### config.mk
export PLATFORM = sky130hd
export DESIGN_NAME = mem_access_unit_flat
export DESIGN_NICKNAME = d
export VERILOG_FILES = /design/src/rtl/mem_access_unit_pkg.sv /design/src/rtl/mem_access_unit_if.sv /design/src/rtl/mem_access_unit_load_extend.sv /design/src/rtl/mem_access_unit.sv /design/src/flat_wrapper.sv
export SDC_FILE = /design/constraint.sdc
export NUM_CORES = 1
export LEC_CHECK = 0
export CORE_AREA = 2 2 114 116
export DETAILED_ROUTE_END_ITERATION = 16
export DIE_AREA = 0 0 116 118
export PLACE_DENSITY = 0.86
export RECOVER_POWER = 50
export SYNTH_ARGS = -nofsm -noshare
export SYNTH_HDL_FRONTEND = slang
export SYNTH_HIERARCHICAL = 1
export SYNTH_SLANG_ARGS = --single-unit
### constraint.sdc
create_clock -name clk -period 2.99 [get_ports clk]
set_input_delay 0.299 -clock clk [delete_from_list [all_inputs] [get_ports clk]]
set_output_delay 0.299 -clock clk [all_outputs]
set_load 0.05 [all_outputs]
### src/rtl/mem_access_unit_pkg.sv
// mem_access_unit_pkg
//   Shared definitions for the memory-stage load/store unit: instruction
//   size/sign codes (instrM[28:26]), bus data_size encodings, the FSM state
//   type and small decode helpers used by both the top and load_extend.
package mem_access_unit_pkg;

  // Size/sign codes carried in instrM[28:26]
  localparam logic [2:0] SZ_LB  = 3'b000;
  localparam logic [2:0] SZ_LH  = 3'b001;
  localparam logic [2:0] SZ_LW  = 3'b011;
  localparam logic [2:0] SZ_LBU = 3'b100;
  localparam logic [2:0] SZ_LHU = 3'b101;

  // data_size encodings on the bus
  localparam logic [1:0] BUS_BYTE = 2'd0;
  localparam logic [1:0] BUS_HALF = 2'd1;
  localparam logic [1:0] BUS_WORD = 2'd2;

  typedef enum logic [1:0] {
    ST_IDLE = 2'd0,
    ST_REQ  = 2'd1,
    ST_WAIT = 2'd2,
    ST_DONE = 2'd3
  } lsuStateT;

  // Loads accept signed and unsigned byte/half codes; stores only know the
  // signed encodings. Anything unrecognised is treated as a word access.
  function automatic logic [1:0] busSize(input logic [2:0] code, input logic isStore);
    logic [1:0] sz;
    sz = BUS_WORD;
    if (isStore) begin
      case (code)
        SZ_LB:   sz = BUS_BYTE;
        SZ_LH:   sz = BUS_HALF;
        default: sz = BUS_WORD;
      endcase
    end else begin
      case (code)
        SZ_LB, SZ_LBU: sz = BUS_BYTE;
        SZ_LH, SZ_LHU: sz = BUS_HALF;
        default:       sz = BUS_WORD;
      endcase
    end
    return sz;
  endfunction

  // Natural alignment check for a given bus size
  function automatic logic misaligned(input logic [1:0] sz, input logic [1:0] addrLow);
    return ((sz == BUS_HALF) && addrLow[0]) ||
           ((sz == BUS_WORD) && (addrLow != 2'b00));
  endfunction

endpackage

### src/rtl/mem_access_unit_if.sv
// mem_access_unit_if
//   SRAM-like data bus between the load/store unit (master) and memory
//   (slave). The master holds req and the request fields stable until
//   addr_ok; data_ok marks read data valid or write completion.
//   Signals:
//     data_req      master->slave  request valid
//     data_wr       master->slave  1 = store
//     data_size     master->slave  0 byte, 1 half, 2 word
//     data_wstrb    master->slave  byte enables (0 on loads)
//     data_addr     master->slave  byte address
//     data_wdata    master->slave  lane-replicated store data
//     data_addr_ok  slave->master  request accepted
//     data_data_ok  slave->master  data valid / write done
//     data_rdata    slave->master  read data
interface mem_access_unit_if #(
  parameter int ADDR_W = 32,
  parameter int DATA_W = 32
);
  logic              data_req;
  logic              data_wr;
  logic [1:0]        data_size;
  logic [3:0]        data_wstrb;
  logic [ADDR_W-1:0] data_addr;
  logic [DATA_W-1:0] data_wdata;
  logic              data_addr_ok;
  logic              data_data_ok;
  logic [DATA_W-1:0] data_rdata;

  modport master (
    output data_req, data_wr, data_size, data_wstrb, data_addr, data_wdata,
    input  data_addr_ok, data_data_ok, data_rdata
  );

  modport slave (
    input  data_req, data_wr, data_size, data_wstrb, data_addr, data_wdata,
    output data_addr_ok, data_data_ok, data_rdata
  );
endinterface

### src/rtl/mem_access_unit_load_extend.sv
// load_extend
//   Combinational load alignment: picks the addressed byte or halfword lane
//   out of the 32-bit read word and sign- or zero-extends it according to
//   the instruction size code. Word and unknown codes pass rdata through.
//   Ports:
//     rdata     in  32  raw bus read data
//     addrLow   in  2   address bits [1:0] of the access
//     sizeCode  in  3   instrM[28:26] code of the load
//     loadData  out 32  aligned, extended result
module load_extend
  import mem_access_unit_pkg::*;
(
  input  logic [31:0] rdata,
  input  logic [1:0]  addrLow,
  input  logic [2:0]  sizeCode,
  output logic [31:0] loadData
);

  logic [7:0]  lanes [4];
  logic [7:0]  selByte;
  logic [15:0] selHalf;

  genvar gi;
  generate
    for (gi = 0; gi < 4; gi++) begin : gLane
      assign lanes[gi] = rdata[8*gi +: 8];
    end
  endgenerate

  assign selByte = lanes[addrLow];
  assign selHalf = addrLow[1] ? rdata[31:16] : rdata[15:0];

  always_comb begin
    loadData = rdata;
    case (sizeCode)
      SZ_LB:   loadData = {{24{selByte[7]}}, selByte};
      SZ_LBU:  loadData = {24'b0, selByte};
      SZ_LH:   loadData = {{16{selHalf[15]}}, selHalf};
      SZ_LHU:  loadData = {16'b0, selHalf};
      default: loadData = rdata;
    endcase
  end

endmodule

### src/rtl/mem_access_unit.sv
// mem_access_unit
//   Memory-stage load/store unit. Decodes the access size from instrM,
//   flags misaligned loads/stores, runs one bus transaction per memory
//   instruction through an IDLE/REQ/WAIT/DONE FSM and returns the aligned,
//   extended load result. stall_req holds the pipeline until the access
//   has completed.
//   Optional feature: compile with LSU_KSEG_MAP_EN defined to map the
//   0x8000_0000-0xBFFF_FFFF window onto physical {3'b0, a[28:0]}.
//   Ports:
//     clk, rst                 clock, synchronous active-high reset
//     mem_readM, mem_writeM    load / store in M stage
//     instrM                   M-stage instruction (size code in [28:26])
//     aluoutM                  effective address
//     rt_valueM                store data
//     stallM, flushM           M stage held / flushed
//     bus                      data bus, master side
//     load_dataM               aligned, extended load result (held)
//     stall_req                access in progress
//     adelM, adesM, bad_addrM  address error flags and faulting address
//   Only ADDR_W = DATA_W = 32 is supported.
module mem_access_unit
  import mem_access_unit_pkg::*;
#(
  parameter int ADDR_W = 32,
  parameter int DATA_W = 32
) (
  input  logic              clk,
  input  logic              rst,
  input  logic              mem_readM,
  input  logic              mem_writeM,
  input  logic [31:0]       instrM,
  input  logic [ADDR_W-1:0] aluoutM,
  input  logic [DATA_W-1:0] rt_valueM,
  input  logic              stallM,
  input  logic              flushM,
  mem_access_unit_if.master bus,
  output logic [DATA_W-1:0] load_dataM,
  output logic              stall_req,
  output logic              adelM,
  output logic              adesM,
  output logic [ADDR_W-1:0] bad_addrM
);

  lsuStateT          stateReg, stateNext;
  logic              cancelReg, cancelNext;
  logic [ADDR_W-1:0] addrReg;
  logic [1:0]        sizeReg;
  logic              wrReg;
  logic [3:0]        wstrbReg;
  logic [DATA_W-1:0] wdataReg;
  logic [2:0]        codeReg;
  logic [DATA_W-1:0] loadDataReg;

  logic [2:0]        sizeCode;
  logic [1:0]        loadSize, storeSize, accessSize;
  logic              access;
  logic              issue;
  logic              capture;
  logic [DATA_W-1:0] storeData;
  logic [3:0]        storeStrb;
  logic [DATA_W-1:0] extData;
  logic              unusedBits;

  // ---------------------------------------------------------------- decode
  assign sizeCode   = instrM[28:26];
  assign unusedBits = ^{instrM[31:29], instrM[25:0]};
  assign loadSize   = busSize(sizeCode, 1'b0);
  assign storeSize  = busSize(sizeCode, 1'b1);
  assign accessSize = mem_writeM ? storeSize : loadSize;

  assign adelM     = mem_readM  & misaligned(loadSize,  aluoutM[1:0]);
  assign adesM     = mem_writeM & misaligned(storeSize, aluoutM[1:0]);
  assign bad_addrM = aluoutM;

  assign access = (mem_readM | mem_writeM) & ~adelM & ~adesM & ~flushM;

  // Store data is replicated into every lane so memory only needs wstrb
  always_comb begin
    storeData = rt_valueM;
    storeStrb = 4'b1111;
    case (storeSize)
      BUS_BYTE: begin
        storeData = {4{rt_valueM[7:0]}};
        storeStrb = 4'b0001 << aluoutM[1:0];
      end
      BUS_HALF: begin
        storeData = {2{rt_valueM[15:0]}};
        storeStrb = aluoutM[1] ? 4'b1100 : 4'b0011;
      end
      default: ;
    endcase
  end

  // ------------------------------------------------------------------ FSM
  always_ff @(posedge clk) begin
    if (rst) begin
      stateReg <= ST_IDLE;
      cancelReg <= 1'b0;
    end else begin
      stateReg <= stateNext;
      cancelReg <= cancelNext;
    end
  end

  // A flush cannot withdraw a request that memory has not yet accepted, so
  // it is remembered in cancel and the response is drained and dropped.
  always_comb begin
    stateNext  = stateReg;
    cancelNext = cancelReg;
    issue      = 1'b0;
    capture    = 1'b0;
    case (stateReg)
      ST_IDLE: begin
        cancelNext = 1'b0;
        if (access) begin
          stateNext = ST_REQ;
          issue     = 1'b1;
        end
      end
      ST_REQ: begin
        cancelNext = cancelReg | flushM;
        if (bus.data_addr_ok) begin
          if (bus.data_data_ok) begin
            if (cancelReg | flushM) begin
              stateNext  = ST_IDLE;
              cancelNext = 1'b0;
            end else begin
              stateNext = ST_DONE;
              capture   = ~wrReg;
            end
          end else begin
            stateNext = ST_WAIT;
          end
        end
      end
      ST_WAIT: begin
        cancelNext = cancelReg | flushM;
        if (bus.data_data_ok) begin
          if (cancelReg | flushM) begin
            stateNext  = ST_IDLE;
            cancelNext = 1'b0;
          end else begin
            stateNext = ST_DONE;
            capture   = ~wrReg;
          end
        end
      end
      ST_DONE: begin
        // Stay here while the stage is stalled so the access is not re-issued
        if (~stallM | flushM) begin
          stateNext = ST_IDLE;
        end
      end
      default: stateNext = ST_IDLE;
    endcase
  end

  // ------------------------------------------------- request / result regs
  always_ff @(posedge clk) begin
    if (rst) begin
      addrReg     <= '0;
      sizeReg     <= 2'd0;
      wrReg       <= 1'b0;
      wstrbReg    <= 4'd0;
      wdataReg    <= '0;
      codeReg     <= 3'd0;
      loadDataReg <= '0;
    end else begin
      if (issue) begin
        addrReg  <= aluoutM;
        sizeReg  <= accessSize;
        wrReg    <= mem_writeM;
        wstrbReg <= mem_writeM ? storeStrb : 4'd0;
        wdataReg <= mem_writeM ? storeData : '0;
        codeReg  <= sizeCode;
      end
      if (capture) begin
        loadDataReg <= extData;
      end
    end
  end

  load_extend uLoadExtend (
    .rdata    (bus.data_rdata),
    .addrLow  (addrReg[1:0]),
    .sizeCode (codeReg),
    .loadData (extData)
  );

  // ------------------------------------------------------------- outputs
  assign bus.data_req   = (stateReg == ST_REQ);
  assign bus.data_wr    = wrReg;
  assign bus.data_size  = sizeReg;
  assign bus.data_wstrb = wstrbReg;
  assign bus.data_wdata = wdataReg;

`ifdef LSU_KSEG_MAP_EN
  // Unmapped kernel segments (top bits 2'b10) alias physical low memory
  assign bus.data_addr = (addrReg[31:30] == 2'b10) ? {3'b000, addrReg[28:0]} : addrReg;
`else
  assign bus.data_addr = addrReg;
`endif

  assign load_dataM = loadDataReg;
  assign stall_req  = ((stateReg == ST_IDLE) & access) |
                      (stateReg == ST_REQ) | (stateReg == ST_WAIT);

endmodule
### src/flat_wrapper.sv
// flat-port wrapper written by rule: the top's interface ports become plain ports
module mem_access_unit_flat import mem_access_unit_pkg::*;
#(
  parameter int ADDR_W = 32,
  parameter int DATA_W = 32
)
  (clk, rst, mem_readM, mem_writeM, instrM, aluoutM, rt_valueM, stallM, flushM, load_dataM, stall_req, adelM, adesM, bad_addrM, bus_data_req, bus_data_wr, bus_data_size, bus_data_wstrb, bus_data_addr, bus_data_wdata, bus_data_addr_ok, bus_data_data_ok, bus_data_rdata);
  mem_access_unit_if #(.ADDR_W(ADDR_W), .DATA_W(DATA_W)) bus_i ();
  input  logic clk;
  input  logic rst;
  input  logic mem_readM;
  input  logic mem_writeM;
  input  logic [31:0] instrM;
  input  logic [ADDR_W-1:0] aluoutM;
  input  logic [DATA_W-1:0] rt_valueM;
  input  logic stallM;
  input  logic flushM;
  output logic [DATA_W-1:0] load_dataM;
  output logic stall_req;
  output logic adelM;
  output logic adesM;
  output logic [ADDR_W-1:0] bad_addrM;
  output wire logic [$bits(bus_i.data_req)-1:0] bus_data_req;
  output wire logic [$bits(bus_i.data_wr)-1:0] bus_data_wr;
  output wire logic [$bits(bus_i.data_size)-1:0] bus_data_size;
  output wire logic [$bits(bus_i.data_wstrb)-1:0] bus_data_wstrb;
  output wire logic [$bits(bus_i.data_addr)-1:0] bus_data_addr;
  output wire logic [$bits(bus_i.data_wdata)-1:0] bus_data_wdata;
  input wire logic [$bits(bus_i.data_addr_ok)-1:0] bus_data_addr_ok;
  input wire logic [$bits(bus_i.data_data_ok)-1:0] bus_data_data_ok;
  input wire logic [$bits(bus_i.data_rdata)-1:0] bus_data_rdata;
  assign bus_data_req = bus_i.data_req;
  assign bus_data_wr = bus_i.data_wr;
  assign bus_data_size = bus_i.data_size;
  assign bus_data_wstrb = bus_i.data_wstrb;
  assign bus_data_addr = bus_i.data_addr;
  assign bus_data_wdata = bus_i.data_wdata;
  assign bus_i.data_addr_ok = bus_data_addr_ok;
  assign bus_i.data_data_ok = bus_data_data_ok;
  assign bus_i.data_rdata = bus_data_rdata;
  mem_access_unit #(.ADDR_W(ADDR_W), .DATA_W(DATA_W)) u_core (.clk(clk), .rst(rst), .mem_readM(mem_readM), .mem_writeM(mem_writeM), .instrM(instrM), .aluoutM(aluoutM), .rt_valueM(rt_valueM), .stallM(stallM), .flushM(flushM), .bus(bus_i), .load_dataM(load_dataM), .stall_req(stall_req), .adelM(adelM), .adesM(adesM), .bad_addrM(bad_addrM));
endmodule
* Yosys cells after proc, flatten, opt, wreduce, memory -nomap -nowiden
Cells that the tools add are included.
Word-level totals: bits in registers 109, input port bits 136, output and inout bits 139, logic and storage cells 89
Operators by class: magnitude comparators 1, equality and inequality tests 17, shifts and indexed selects 1, multiplexer cells 29, bitwise gates (word level) 17, reductions and logical operators 15
Operators by type and width (number):
- 32-bit case mux with 4 select lines | 1
- 32-bit case mux with 2 select lines | 1
- 32-bit two-way mux | 1
- 8-bit binary-select mux with 2-bit select | 1
- 16-bit two-way mux | 1
- 8-bit two-way mux | 2
- 2-bit two-way mux | 7
- 3-bit == test, second input constant | 4
- 2-bit == test, second input constant | 4
- 4-bit two-way mux | 2
- 2-bit case mux with 2 select lines | 2
- 2-bit case mux with 4 select lines | 1
- 4-bit case mux with 2 select lines | 1
- 1-bit two-way mux | 7
- 1-bit bitwise AND | 6
- 2-bit by 1-bit == test with 1-bit output, second input constant | 3
- 3-bit by 1-bit == test with 1-bit output, second input constant | 2
- 3-bit logical NOT | 2
- 2-bit by 1-bit != test with 1-bit output, second input constant | 3
- 1-bit inverter | 5
- 1-bit OR | 5
- 1-bit logical AND | 4
- 2-bit logical NOT | 2
- 4-bit AND reduction | 1
- 10 further kinds | 12

* Logic depth before layout (Yosys ltp)
Gate-level depths: netlist (run 1).
depth after elaboration 14, depth in mapped cells 8, mapped depth without buffers 6

* By module
Netlist (run 1), hierarchy kept.
Modules (own cells, without submodules):
- mem_access_unit | instances 1, cells an instance 543, area each 4628.2 um^2, seq. area each 2182.1 um^2
- load_extend | instances 1, cells an instance 109, area each 628.1 um^2, seq. area each 0.0 um^2

* Least setup slack after synthesis (run 1)
OpenSTA, ideal clock, no wires.
kind input to output, start point in instrM[28], end point out stall_req, arrival 2.619 ns, path slack 0.072 ns, stages 6, cells stage by stage o311a_1 -> a31oi_2 -> inv_2 -> buf_6 -> clkbuf_1 -> o21ai_0
Between the ends: elaborated cells on any way between the ends 28, classes of those cells eq/ne (7); mux (2); bitwise (10); reduce/logical (9)
RTL lines:
- start: declaration | line flat_wrapper.sv:13 | input logic [31:0] instrM;
- 3-bit by 1-bit == test with 1-bit output / 3-bit logical NOT (equally long branches) | line mem_access_unit_pkg.sv:32 | case (code)
- 2-bit case mux with 2 select lines * | line mem_access_unit_pkg.sv:32
- 2-bit by 1-bit == test with 1-bit output / 2-bit == test (equally long branches) | line mem_access_unit_pkg.sv:49, mem_access_unit_pkg.sv:50
- 1-bit logical AND (on tied branches) | line mem_access_unit_pkg.sv:49, mem_access_unit_pkg.sv:50
- 1-bit logical OR * | line mem_access_unit_pkg.sv:49 | return ((sz == BUS_HALF) && addrLow[0]) ||
- 1-bit bitwise AND * | line mem_access_unit.sv:72 | assign adesM = mem_writeM & misaligned(storeSize, aluoutM[1:0]);
- via adesM | line flat_wrapper.sv:21 | output logic adesM;
- 1-bit inverter * | line mem_access_unit.sv:75 | assign access = (mem_readM | mem_writeM) & ~adelM & ~adesM & ~flushM;
- 1-bit bitwise AND * (2 in series) | line mem_access_unit.sv:75
- 1-bit bitwise AND * | line mem_access_unit.sv:205 | assign stall_req = ((stateReg == ST_IDLE) & access) |
- 1-bit OR * | line mem_access_unit.sv:205
- 1-bit OR * | line mem_access_unit.sv:206 | (stateReg == ST_REQ) | (stateReg == ST_WAIT);
- end: declaration | line flat_wrapper.sv:19 | output logic stall_req;
The timed path passes the listed nets; every way through them passes the cells marked *.

* Worst setup path in the final report (run 1)
start point in instrM[27], end point out stall_req
Between the ends: cells in the longest elaborated chain, start to end 14, elaborated cells on any way between the ends 28, classes of those cells eq/ne (7); mux (2); bitwise (10); reduce/logical (9)
RTL lines:
- 3-bit == test, or another cell as far along | line mem_access_unit_pkg.sv:38 | case (code)
- 2-bit OR reduction | line mem_access_unit_pkg.sv:38
- 2-bit case mux with 2 select lines | line mem_access_unit_pkg.sv:38
- 2-bit by 1-bit == test with 1-bit output / 2-bit == test (equally long branches) | line mem_access_unit_pkg.sv:49, mem_access_unit_pkg.sv:50
- 1-bit logical AND (on tied branches) | line mem_access_unit_pkg.sv:49, mem_access_unit_pkg.sv:50
- 1-bit logical OR | line mem_access_unit_pkg.sv:49
- 1-bit bitwise AND | line mem_access_unit.sv:71 | assign adelM = mem_readM & misaligned(loadSize, aluoutM[1:0]);
- 1-bit inverter | line mem_access_unit.sv:75
- 1-bit bitwise AND | line mem_access_unit.sv:75
- 1-bit bitwise AND * (2 in series) | line mem_access_unit.sv:75
- 1-bit bitwise AND * | line mem_access_unit.sv:205
- 1-bit OR * | line mem_access_unit.sv:205
- 1-bit OR * | line mem_access_unit.sv:206
Every way passes the cells marked *; elsewhere a longest branch is shown, timed or not.

==> results of run 1 <==
==> layout make-up <==
cell class                 count  area share [%]
sequential                   109            27.5
tap                          172            2.72
inverter                       8           0.379
clock inverter                 4           0.947
timing repair buffer         264            32.9
clock buffer                  10            2.89
multi-input combinational    449            32.7
==> per-layer routing <==
layer / track usage, % / routed length (um) / vias to the layer above / part of all wire [%]
met5: 0 / 0 / - / 0
met2: 40.1 / 8140 / 241 / 48
met4: 12.2 / 548 / 0 / 3.3
met3: 6.13 / 1390 / 36 / 8.3
li1: - / - / 2650 / -
met1: 28.0 / 6710 / 2522 / 40
==> worst register-to-register path, delay by kind of cell (launching register included) <==
kind | cells | cell delay, ns
AO/OA/AOI/OAI | 2 | 0.46
AND/OR/NAND/NOR | 3 | 0.40
flip-flops | 1 | 0.43
multiplexers | 1 | 0.61
==> metrics by stage <==
stage | area, sq um | total power [mW] | std cells | hold slack, ns
finish | 7930 | 4.13 | 1016 | 0.308
CTS | 7930 | 4.19 | 1016 | 0.298
floorplan | 5260 | 2.45 | 652 | 0.447
detailed placement | 7620 | 2.93 | 1002 | 0.445
global route | 7930 | 4.31 | 1016 | 0.318
global placement | 7620 | 2.92 | 1002 | 0.442
==> power groups by stage <==
| stage | Combinational, mW | Sequential [mW] | Clock, mW |
|---|---|---|---|
| detailed placement | 1.32 | 1.61 | 0 |
| global route | 1.39 | 1.58 | 1.34 |
| CTS | 1.33 | 1.57 | 1.28 |
| floorplan | 0.630 | 1.82 | 0 |
| finish | 1.30 | 1.57 | 1.25 |
| global placement | 1.31 | 1.60 | 0 |
==> layout by cell type, fill, tap and decap left out, types with 4 or more instances in the layout <==
cell,count
sky130_fd_sc_hd__o2bb2ai_1,28
sky130_fd_sc_hd__o21ai_1,9
sky130_fd_sc_hd__nand2b_1,5
sky130_fd_sc_hd__a22oi_1,8
sky130_fd_sc_hd__inv_1,7
sky130_fd_sc_hd__buf_4,19
sky130_fd_sc_hd__nand3_1,37
sky130_fd_sc_hd__clkdlybuf4s50_1,122
sky130_fd_sc_hd__a21oi_1,90
sky130_fd_sc_hd__dfxtp_1,109
sky130_fd_sc_hd__nor2b_1,7
sky130_fd_sc_hd__nor2_1,9
sky130_fd_sc_hd__nand2_1,118
sky130_fd_sc_hd__mux2_2,5
sky130_fd_sc_hd__clkbuf_16,9
sky130_fd_sc_hd__o21ai_0,63
sky130_fd_sc_hd__ha_1,4
sky130_fd_sc_hd__dlygate4sd3_1,119
sky130_fd_sc_hd__mux2i_1,20
sky130_fd_sc_hd__nand4_1,9
==> cell families after synthesis <==
kind of cell | Yosys count | share of synthesized area [%]
adder cells (fa/ha/maj) | 4 | 0.952
AND/OR/NAND/NOR | 201 | 17.6
AO/OA/AOI/OAI | 218 | 24.9
buffers and inverters | 94 | 9.64
multiplexers | 26 | 5.31
flip-flops | 109 | 41.5
==> sequential cells by signal, summed over array words and instances, names as in the netlist <==
| name | flops |
|---|---|
| u_core/codeReg | 3 |
| u_core/bus.data_addr | 32 |
| u_core/bus.data_wdata | 32 |
| u_core/load_dataM | 32 |
| u_core/bus.data_wstrb | 4 |
| u_core/stateReg | 2 |
| u_core/bus.data_wr | 1 |
| u_core/bus.data_size | 2 |
| u_core/cancelReg | 1 |
==> worst paths after layout <==
check / startpoint / end / cells after the start
max: instrM[27] / stall_req / 6
min reg2reg: u_core/load_dataM[15] / u_core/load_dataM[15] / 2
max reg2reg: u_core/bus.data_addr[0] / u_core/load_dataM[26] / 6
min: rst / u_core/bus.data_wr / 3
==> out/results.tsv, run 1 <==
metric	value	unit
Multi-input gate area	2590	sq um
gr ovfl total	0	
overall routed net length	16800	um
Initial Utilization	42.3	%
maximum clock insertion buffer count	2	
Place WS	0.571	ns
share of total power consumed by net switching	34.0	%
number of antenna violations at the first check in global routing	1	
reported max-cap violation count	0	
floorplan row count	41	
placer congestion estimate	0.908	
post-layout util	63.8	%
postcts setup bufs	0	
Die Area	13700	sq um
PnR worst setup slack	0.574	ns
result of the run	finished, final reports clean	
Buffers on Ports	245	
ordered list of cells on the worst path	dlygate4sd3_1 > o311a_1 > a31oi_4 > inv_2 > o21ai_0 > buf_12	
cell-internal power	2.73	mW
Clk Latency, worst-skew pair	0.35	ns
average via count per standard cell	5.36	
Unique masters post-synth	48	
share of synthesized area occupied by flip-flops and latches	41.5	%
total core area	12400	sq um
ratio of cells with drive above 1 in the final layout	6.64	%
leading cell types by total area after synthesis	sky130_fd_sc_hd__dfxtp_1 42%, sky130_fd_sc_hd__a21oi_1 8.6%, sky130_fd_sc_hd__nand2_1 8.4%	
category of the critical setup timing path	in -> out	
maximum fanout along the worst path	10	
die outline width	116	um
Rel. slew slack	44.6	%
cell type with the largest total area after synthesis	sky130_fd_sc_hd__dfxtp_1	
maximum vdd drop	0.335	mV
CTS tree	yes	
routed length per placed instance	16.5	um
fill cell instance count of the final layout	1083	
Starting DRT DRC Count	421	
FFs w/ async S/R, synth	0	%
post-synthesis average cell area	8.06	sq um
Final Cycle Share	80.8	%
via count of the first global-routing pass	5215	
drt pass-1 iters	5	
number of buffers inserted during clock tree synthesis	9	
hold-fix buffers at CTS	0	
cell count after synthesis	652	
first-pass GRT wire length	26200	um
netlist area before placement	5260	sq um
Static Leak	3.10	nW
Storage cell area	2180	sq um
critical path buffer and inverter count	3	
Clk pin slew, worst setup/hold paths	0.07	ns
cell with the most instances after synthesis	sky130_fd_sc_hd__nand2_1	
warnings from Yosys	6	
switching component of the power	1.40	mW
power share of the clock group	30.4	%
Least-Margin Pin Slew	0.832	ns
Crit path required time	2.69	ns
Post-Syn Nets	792	
area delta synth->final	50.8	%
worst stage delay on the critical path	0.64	ns
number of pins with negative max-slew slack in the final report	0	
cell at the root of the clock tree	sky130_fd_sc_hd__clkbuf_16	
number of sinks driven by the clock tree	109	
HPWL after DPL	12000	um
Max stage delay cell, worst path	sky130_fd_sc_hd__dlygate4sd3_1	
overall routing resource usage	24.0	%
most common library cells after synthesis	118 x sky130_fd_sc_hd__nand2_1, 109 x sky130_fd_sc_hd__dfxtp_1, 90 x sky130_fd_sc_hd__a21oi_1	
final-report hold violation count	0	
fmax	414	MHz
worst reg2reg setup slack	0.94	ns
number of vias after detailed routing	5449	
Chip Height	118	um
TNS Setup	0	ns
Final ANT Viol Nets	0	
largest clock skew in the final design	0.00699	ns
CP Capture Type	primary output	
post-CTS sizing	0	
total power per unit cell area	521	nW/um^2
RSZ-0062 raised after global routing	false	
post-route minimum period	2.42	ns
element type at the critical path start	primary input	
number of endpoints failing setup at the final stage	0	
# DRC	0	
Combinational Power Share	31.6	%
fraction of power consumed by sequential logic	38.0	%
pin count of the biggest net entering global routing	56	
Crit path arrival time	2.12	ns
number of nets in the layout	981	
n_diodes	0	
number of enable flip-flop cells after synthesis	0	
Primary FF master, synth	sky130_fd_sc_hd__dfxtp_1	
number of storage elements in the synthesis netlist	109	
maximum level of the CTS H-tree	3	
fraction of synthesized cell area taken by the top area cell type	41.5	%
largest delay contributor family on the critical path	buffers and inverters	
type of the tightest min-delay check	in -> reg	
number of top-level pins	275	
Power figures use the tool's default switching activity.
==> inputs of run 2 (changes only) <==
CORE_AREA = 2 2 118 120   (was 2 2 114 116)
DIE_AREA = 0 0 120 122   (was 0 0 116 118)
PLACE_DENSITY = 0.81   (was 0.86)
clock period = 2.4 ns   (was 2.99 ns; I/O delays follow)
==> out/results.tsv, run 2 (same netlist as run 1, synthesis figures left out) <==
metric	value	unit	change
Starting DRT DRC Count	386		-8.3%
fill cell instance count of the final layout	1196		+10%
Buffers on Ports	245		unchanged
average via count per standard cell	5.33		-0.57%
routed length per placed instance	16.3	um	-1.5%
CTS tree	yes		
reported max-cap violation count	0		unchanged
post-route minimum period	2.27	ns	
Least-Margin Pin Slew	0.799	ns	-0.0324 ns
Clk pin slew, worst setup/hold paths	0.07	ns	about the same
Crit path arrival time	2.03	ns	-0.09 ns
largest clock skew in the final design	0.00680	ns	-0.000195 ns
number of nets in the layout	986		+0.51%
type of the tightest min-delay check	in -> reg		
floorplan row count	43		+4.9%
post-CTS sizing	0		unchanged
leading cell types in the layout, fill and taps excluded	122 x sky130_fd_sc_hd__dlygate4sd3_1, 119 x sky130_fd_sc_hd__clkdlybuf4s50_1, 118 x sky130_fd_sc_hd__nand2_1		
Crit path required time	2.16	ns	-0.53 ns
area delta synth->final	51.6	%	
HPWL after DPL	12100	um	+0.50%
category of the critical setup timing path	in -> out		
maximum clock insertion buffer count	2		unchanged
most common cell after layout, fill and taps aside	sky130_fd_sc_hd__dlygate4sd3_1		
n_diodes	0		unchanged
Chip Height	122	um	+3.4%
postcts setup bufs	0		unchanged
start point of the worst min-delay path	rst		
TNS Setup	0	ns	unchanged
gr ovfl total	0		unchanged
drt pass-1 iters	5		unchanged
maximum vdd drop	0.428	mV	+28%
Layout Cell Area excl Fill	7970	sq um	+0.55%
via count of the first global-routing pass	5082		-2.6%
Rel. slew slack	46.6	%	+2.0 points
die outline width	120	um	+3.4%
pin count of the biggest net entering global routing	62		+11%
number of antenna violations at the first check in global routing	0		-1
Final ANT Viol Nets	0		unchanged
element type at the critical path start	primary input		
placed instance count	1015		+1.3%
Static Leak	3.12	nW	+0.72%
result of the run	finished, final reports clean		
smallest hold slack	0.358	ns	+0.0495 ns
hold-fix buffers at CTS	0		unchanged
non-filler instance count after layout	1029		+1.3%
first-pass GRT wire length	26300	um	+0.47%
number of endpoints failing setup at the final stage	0		unchanged
maximum level of the CTS H-tree	3		unchanged
overall routed net length	16700	um	-0.26%
worst reg2reg setup slack	0.36	ns	-0.58 ns
Multi-input gate area	2590	sq um	+0.15%
maximum fanout along the worst path	22		+12
endpoint with the worst hold slack	u_core/bus.data_wdata[2]		
Die Area	14600	sq um	+7.0%
RSZ-0062 raised after global routing	false		
# DRC	0		unchanged
hold path depth	2		-1
overall routing resource usage	22.5	%	-1.5 points
Initial Utilization	38.9	%	-3.4 points
total core area	13500	sq um	+8.8%
fmax	441	MHz	
Storage cell area	2180	sq um	unchanged
cell at the root of the clock tree	sky130_fd_sc_hd__clkbuf_16		
total power draw	4.97	mW	+20%
number of top-level pins	275		unchanged
Clk Latency, worst-skew pair	0.34	ns	about the same
depth of the most critical reg-to-reg path	5		-1
total power per unit cell area	623	nW/um^2	+20%
Final Cycle Share	94.5	%	
final-report hold violation count	0		unchanged
number of buffers inserted during clock tree synthesis	9		unchanged
number of vias after detailed routing	5487		+0.70%
ratio of cells with drive above 1 in the final layout	7.30	%	+0.67 points
CP Capture Type	primary output		
Critical R2R Launch	u_core/stateReg[0]		
placer congestion estimate	0.864		-4.8%
R2R Path End	u_core/bus.data_wdata[21]		
number of sinks driven by the clock tree	109		unchanged
number of pins with negative max-slew slack in the final report	0		unchanged
dpl cell area	7710	sq um	+1.2%
[run 2: where the power goes]
group	total, mW	internal, mW	switching (mW)
Sequential	1.95	1.90	0.0543
Clock	1.35	0.694	0.659
Combinational	1.66	0.617	1.04
Total	4.97	3.21	1.76
[run 2: layout make-up]
class,instances,share of cell area (%)
multi-input combinational,449,32.5
inverter,8,0.377
sequential,109,27.4
clock inverter,4,0.345
clock buffer,10,2.87
timing repair buffer,269,33.7
tap,180,2.83
[run 2: metal layers]
metal / GRT usage, % / share of wire (%)
met1: 27.3 / 41
met2: 37.4 / 47
met3: 5.66 / 8.1
met4: 10.6 / 3.2
met5: 0 / 0
[run 2: per-stage QoR]
stage	util, %	setup WS (ns)
2_1_floorplan	-	0.180
3_3_place_gp	57.1	0.133
3_5_place_dp	57.1	0.0607
4_1_cts	59.0	0.128
5_1_grt	59.0	0.0445
6_report	59.0	0.132
[run 2: how the worst max path moves through the flow]
| stage | start | cells after the start | endpoint |
|---|---|---|---|
| floorplan | u_core/stateReg[1] | 8 | u_core/load_dataM[17] |
| global placement | instrM[28] | 6 | u_core/stateReg[0] |
| detailed placement | instrM[28] | 6 | u_core/stateReg[0] |
| CTS | instrM[28] | 6 | adesM |
| global route | instrM[28] | 6 | adesM |
| finish | instrM[28] | 6 | adesM |
[run 2: critical path, cell delays in order]
cell,delay (ns)
sky130_fd_sc_hd__clkdlybuf4s50_1,0.50
sky130_fd_sc_hd__o311a_1,0.42
sky130_fd_sc_hd__a31oi_4,0.33
sky130_fd_sc_hd__inv_2,0.12
sky130_fd_sc_hd__buf_4,0.23
sky130_fd_sc_hd__buf_12,0.17
==> inputs of run 3 (changes only) <==
SLEW_MARGIN = 40   (was unset)
==> results of run 3 <==
Final layout, timing and power as in run 2 (identical DEF).
